$ cat src/rtl/seg7_pkg.sv
// Shared types and constants for the two-digit seven-segment display controller.
package seg7_pkg;

    // Controller sequencing states.
    typedef enum logic [1:0] {
        ST_OFF  = 2'd0,  // nothing loaded since reset
        ST_HOLD = 2'd1,  // value just accepted, minimum hold time running
        ST_SHOW = 2'd2   // value displayed, ready for the next one
    } state_e;

    // Blink phase: ON means digits may be lit, OFF forces them dark.
    typedef enum logic {
        PHASE_ON  = 1'b0,
        PHASE_OFF = 1'b1
    } phase_e;

    // Blank pair packed as {hi, lo}; all ones means both digits dark.
    localparam logic [1:0] BLANK_ALL = 2'b11;

    // Opposite blink phase.
    function automatic phase_e phase_flip(input phase_e p);
        return (p == PHASE_ON) ? PHASE_OFF : PHASE_ON;
    endfunction

endpackage

$ cat src/rtl/seg7_blink_timer.sv
// Blink half-period counter with a phase flop. Clear wins over run and
// restarts the period in the visible phase.
module seg7_blink_timer
    import seg7_pkg::*;
#(
    parameter int unsigned BLINK_HALF = 6250000,
    parameter int unsigned CNT_W      = 23
) (
    input  logic   i_Clk,
    input  logic   i_Reset,
    input  logic   i_Clear,
    input  logic   i_Run,
    output phase_e o_Phase
);

    localparam logic [CNT_W-1:0] BLINK_LAST = CNT_W'(BLINK_HALF - 1);

    logic [CNT_W-1:0] cnt_q;
    phase_e           phase_q;

    // Count 0..BLINK_HALF-1 while running, toggling the phase on each wrap.
    always_ff @(posedge i_Clk) begin
        if (i_Reset || i_Clear) begin
            cnt_q   <= '0;
            phase_q <= PHASE_ON;
        end else if (i_Run) begin
            if (cnt_q == BLINK_LAST) begin
                cnt_q   <= '0;
                phase_q <= phase_flip(phase_q);
            end else begin
                cnt_q <= cnt_q + CNT_W'(1);
            end
        end
    end

    assign o_Phase = phase_q;

endmodule

$ cat src/rtl/seg7_display_ctrl.sv
// Two-digit seven-segment sequencing controller: byte handshake with a
// minimum hold time, nibble outputs to the external decoders, and blank
// strobes delayed to line up with the decoders' output register.
module seg7_display_ctrl
    import seg7_pkg::*;
#(
    parameter int unsigned HOLD_CYCLES = 2500000,
    parameter int unsigned BLINK_HALF  = 6250000
) (
    input  logic       i_Clk,
    input  logic       i_Reset,
    input  logic       i_Valid,
    input  logic [7:0] i_Byte,
    output logic       o_Ready,
    input  logic       i_Enable,
    input  logic       i_Blink,
    input  logic       i_LZB,
    output logic [3:0] o_Nibble_Hi,
    output logic [3:0] o_Nibble_Lo,
    output logic       o_Blank_Hi,
    output logic       o_Blank_Lo
);

    localparam int unsigned MAX_CYC = (HOLD_CYCLES > BLINK_HALF) ? HOLD_CYCLES : BLINK_HALF;
    localparam int unsigned CNT_W   = $clog2(MAX_CYC + 1);
    localparam logic [CNT_W-1:0] HOLD_LAST = CNT_W'(HOLD_CYCLES - 1);

    state_e           state_q;
    logic             ready_q;
    logic [3:0]       nib_hi_q;
    logic [3:0]       nib_lo_q;
    logic [CNT_W-1:0] hold_cnt_q;
    logic             enable_q;
    logic             lzb_q;
    logic [1:0]       blank_q;
    logic [1:0]       blank_d;
    logic             blank_lo_d;
    logic             accept;
    phase_e           phase;

    assign accept = i_Valid & ready_q;

    // Handshake FSM: capture on accept, hold for HOLD_CYCLES, then show.
    // NOTE: sequential state uses non-blocking assignments so every flop
    // samples pre-edge values regardless of statement order.
    always_ff @(posedge i_Clk) begin
        if (i_Reset) begin
            state_q    <= ST_OFF;
            ready_q    <= 1'b1;
            nib_hi_q   <= 4'h0;
            nib_lo_q   <= 4'h0;
            hold_cnt_q <= '0;
        end else begin
            case (state_q)
                ST_OFF, ST_SHOW: begin
                    if (accept) begin
                        state_q    <= ST_HOLD;
                        ready_q    <= 1'b0;
                        nib_hi_q   <= i_Byte[7:4];
                        nib_lo_q   <= i_Byte[3:0];
                        hold_cnt_q <= '0;
                    end
                end
                ST_HOLD: begin
                    if (hold_cnt_q == HOLD_LAST) begin
                        state_q <= ST_SHOW;
                        ready_q <= 1'b1;
                    end else begin
                        hold_cnt_q <= hold_cnt_q + CNT_W'(1);
                    end
                end
                default: begin
                    state_q <= ST_OFF;
                    ready_q <= 1'b1;
                end
            endcase
        end
    end

    // An accept restarts the blink period so a new value is seen lit first.
    seg7_blink_timer #(
        .BLINK_HALF (BLINK_HALF),
        .CNT_W      (CNT_W)
    ) u_blink (
        .i_Clk   (i_Clk),
        .i_Reset (i_Reset),
        .i_Clear (accept | ~i_Blink),
        .i_Run   (state_q != ST_OFF),
        .o_Phase (phase)
    );

    // Blank equations from registered state and registered display controls.
    // NOTE: every always_comb output gets a default first so no latch is inferred.
    always_comb begin
        blank_lo_d = 1'b1;
        blank_d    = BLANK_ALL;
        blank_lo_d = (state_q == ST_OFF) | ~enable_q | (phase == PHASE_OFF);
        blank_d    = {blank_lo_d | (lzb_q & (nib_hi_q == 4'h0)), blank_lo_d};
    end

    // Register controls and blanks; the blank register matches decoder latency.
    always_ff @(posedge i_Clk) begin
        if (i_Reset) begin
            enable_q <= 1'b0;
            lzb_q    <= 1'b0;
            blank_q  <= BLANK_ALL;
        end else begin
            enable_q <= i_Enable;
            lzb_q    <= i_LZB;
            blank_q  <= blank_d;
        end
    end

    assign o_Ready     = ready_q;
    assign o_Nibble_Hi = nib_hi_q;
    assign o_Nibble_Lo = nib_lo_q;
    assign o_Blank_Hi  = blank_q[1];
    assign o_Blank_Lo  = blank_q[0];

endmodule

$ cat config.mk
export PLATFORM = sky130hd
export DESIGN_NAME = seg7_display_ctrl
export DESIGN_NICKNAME = d
export VERILOG_FILES = /design/src/rtl/seg7_pkg.sv /design/src/rtl/seg7_blink_timer.sv /design/src/rtl/seg7_display_ctrl.sv
export SDC_FILE = /design/constraint.sdc
export NUM_CORES = 1
export LEC_CHECK = 0
export ABC_AREA = 1
export CAP_MARGIN = 20
export CORE_MARGIN = 4
export CORE_UTILIZATION = 45
export CTS_BUF_LIST = sky130_fd_sc_hd__clkbuf_4 sky130_fd_sc_hd__clkbuf_8
export DETAILED_ROUTE_END_ITERATION = 10
export DONT_BUFFER_PORTS = 1
export SETUP_SLACK_MARGIN = 0.05
export SLEW_MARGIN = 20
export SYNTH_ARGS = -nofsm -noshare
export SYNTH_HDL_FRONTEND = slang
export SYNTH_HIERARCHICAL = 1
export SYNTH_SLANG_ARGS = --single-unit
$ cat constraint.sdc
create_clock -name i_Clk -period 4.5 [get_ports i_Clk]
set_input_delay 1.35 -clock i_Clk [delete_from_list [all_inputs] [get_ports i_Clk]]
set_output_delay 1.35 -clock i_Clk [all_outputs]
set_load 0.05 [all_outputs]
==> metrics <==
ANT cells 0; TritonCTS clock tree yes; register share of total power 0.533; Detailed Route Iter0 Violations 145; CTS Root Cell clkbuf_8; fraction of synthesized cell area taken by the top area cell type 0.349; launch point of the worst path o_Ready; Synth area leader dfxtp_1; multiplexer area fraction after synthesis 0; number of buffer cells added on primary ports 0; Top FF cell, synth dfxtp_1; Clock Latency Late Sink 340 ps; maximum clock frequency 424 MHz; IR drop worst, VDD 0.189 mV; max-slew violation count 0; synth warn 6; CTS buffer count 9; Initial Util 0.463; post-route cell area 3800 um^2; share of flip-flops with an asynchronous set or reset after synthesis 0; number of setup buffers added after CTS 0; Internal Power 0.790 mW; kind of launch point of the worst setup path register; Final nets 554; switching share of power 0.310; cts repair resizes 0; count of maximum capacitance violations 0; element type at the critical path end primary output; final hold violation count 0; number of top-level pins 25; die width 96.9 um; power density over the cells 302 nW/um^2; Num Clock Sinks 62; Post-CTS Hold Buffers 0; number of antenna violations at the first check in global routing 0; main area contributors after synthesis dfxtp_1 (35%), nand2_1 (12%), nor2_1 (11%); area added between synthesis and finish 6.76%; Lkg Pwr 1.40 nW; main combinational cell family by area after synthesis simple AND/OR/NAND/NOR gates; post-route minimum period 2360 ps; fraction of the mapped netlist area in adder cells 0.0106; post-synthesis net count 554; total number of vias 3,271; setup violators final 0; TritonRoute pass-1 iters 5; number of library cell types mapped by synthesis 30; fraction of the mapped netlist area in compound gates 0.0609; DR vias/cell 5.08; cell with the most instances after synthesis nand2_1; routed length per instance 12.9 um; headroom to the max-slew limit 0.638; H-tree lvl count 3; Worst R2R Start o_Ready; WL final 8280 um; clock transition time at the flip-flop clock pins of the worst setup and hold paths 70 ps; post-route ant nets 0; slew of the pin with the lowest slew margin 542 ps; fraction of the cycle the final worst path needs 0.524; final RePlAce weighted congestion 0.880; area of the placeable core 7690 um^2; leftover overflow at the end of global routing 0; type of the setup path with the least slack register to primary output; cell area reported after detailed placement 3610 um^2; xor/xnor share of the synthesized area 0.0320; run status finished, final reports clean; number of global-route vias before repair 3,198; pin count of the biggest net entering global routing 33; Clock Power Share 0.384; Post-Route Setup TNS 0 ps; fraction of final layout cells with drive strength greater than 1 0.116; final clock skew 7.88 ps; buffer depth of the longest clock path 2; all-layer global routing usage 0.183; setup repair after global routing missed its margin false; first-pass GRT wire length 14,400 um; number of rows created at floorplan 32; HPWL after detailed placement 5910 um; Seq/Total Area, Yosys 0.349; post-synth design cell area 3560 um^2; share of synthesized cell area in and, or, nand and nor gates 0.458; DRC 0; signal arrival time at the worst endpoint 1010 ps; die height 96.9 um; number of enable flip-flop cells after synthesis 0; Synth Area per Inst 6.62 um^2; required time worst endpoint 3150 ps; peak fanout along the critical path 3; most used standard cells in the synthesized netlist nand2_1 (111), nor2_1 (101), nand3_1 (63), dfxtp_1 (62), inv_1 (59); worst hold path type register to register; launch instance of the worst min-delay path lzb_q; logic gate share of total power 0.083; number of synthesized register bits 62; power spent charging and discharging nets 0.355 mW; synthesized netlist cell count 537; die footprint 9390 um^2; Fillers 821
-- power groups by stage --
stage | registers, mW | logic, mW | clock network [mW]
final | 0.611 | 0.0950 | 0.440
after global routing | 0.613 | 0.109 | 0.482
after CTS | 0.611 | 0.0923 | 0.456
after detailed placement | 0.624 | 0.0922 | 0
after global placement | 0.624 | 0.0907 | 0
after floorplan | 0.620 | 0.0848 | 0
-- sequential cells by signal, summed over array words and instances, names as in the netlist --
register and cells:
blank_q 2, enable_q 1, hold_cnt_q 23, lzb_q 1, o_Nibble_Hi 4, o_Nibble_Lo 4, o_Ready 1, state_q 2
u_blink/cnt_q 23, u_blink/o_Phase 1
-- cell type report --
class                           instances  area (um^2)  area share
Clock buffer                            9          124      0.0326
Clock inverter                          7         51.3      0.0135
Multi-Input combinational cell        400         2000       0.526
Sequential cell                        62         1240       0.327
Tap cell                              102          128      0.0336
Inverter                               63          239      0.0630
Timing Repair Buffer                    1         15.0     0.00396
-- tightest hold or removal path: cells and delay by family, from the launching register on --
| family | cells | cell delay (ps) |
|---|---|---|
| flops | 1 | 320 |
| simple gates | 2 | 130 |
-- final timing paths --
path / end / slack [ps] / depth (start not counted)
max: o_Ready / 2140 / 0
min: blank_q[1] / 470 / 2
max reg2reg: hold_cnt_q[18] / 2420 / 7
min reg2reg: blank_q[1] / 470 / 2
-- through the flow --
step	total power, mW	util	instances	hold slack (ps)	setup slack [ps]
2_1_floorplan	0.705	-	537	406	2200
6_report	1.15	0.494	644	474	2140
5_1_grt	1.20	0.494	644	500	2080
3_5_place_dp	0.716	0.469	627	451	1530
3_3_place_gp	0.715	0.469	627	447	1590
4_1_cts	1.16	0.492	643	471	1910
-- kinds of logic after synthesis --
group                      Yosys count
AOI/OAI and AO/OA                   41
xor gates and xnor gates            13
adders and majority gates            3
buffers and inverters               75
DFF                                 62
and+or+nand+nor                    343
-- cell usage in the layout, fill, tap and decap left out, drive strengths merged, types with 8 or more instances in the layout --
master  count
clkbuf      9
nand3      66
o21ai      12
dfxtp      62
xor2        8
nand2     127
inv        63
nor3        8
a21oi      24
nand4      14
nor2      124
-- layer usage --
layer  wire length, um  vias to the layer above  track usage
met2              3960                       66        0.308
met3               299                       11       0.0418
met1              3880                     1489        0.230
li1                  -                     1705            -
met5                 0                        -            0
met4               136                        0       0.0626
(Power assumes the default switching activity.)
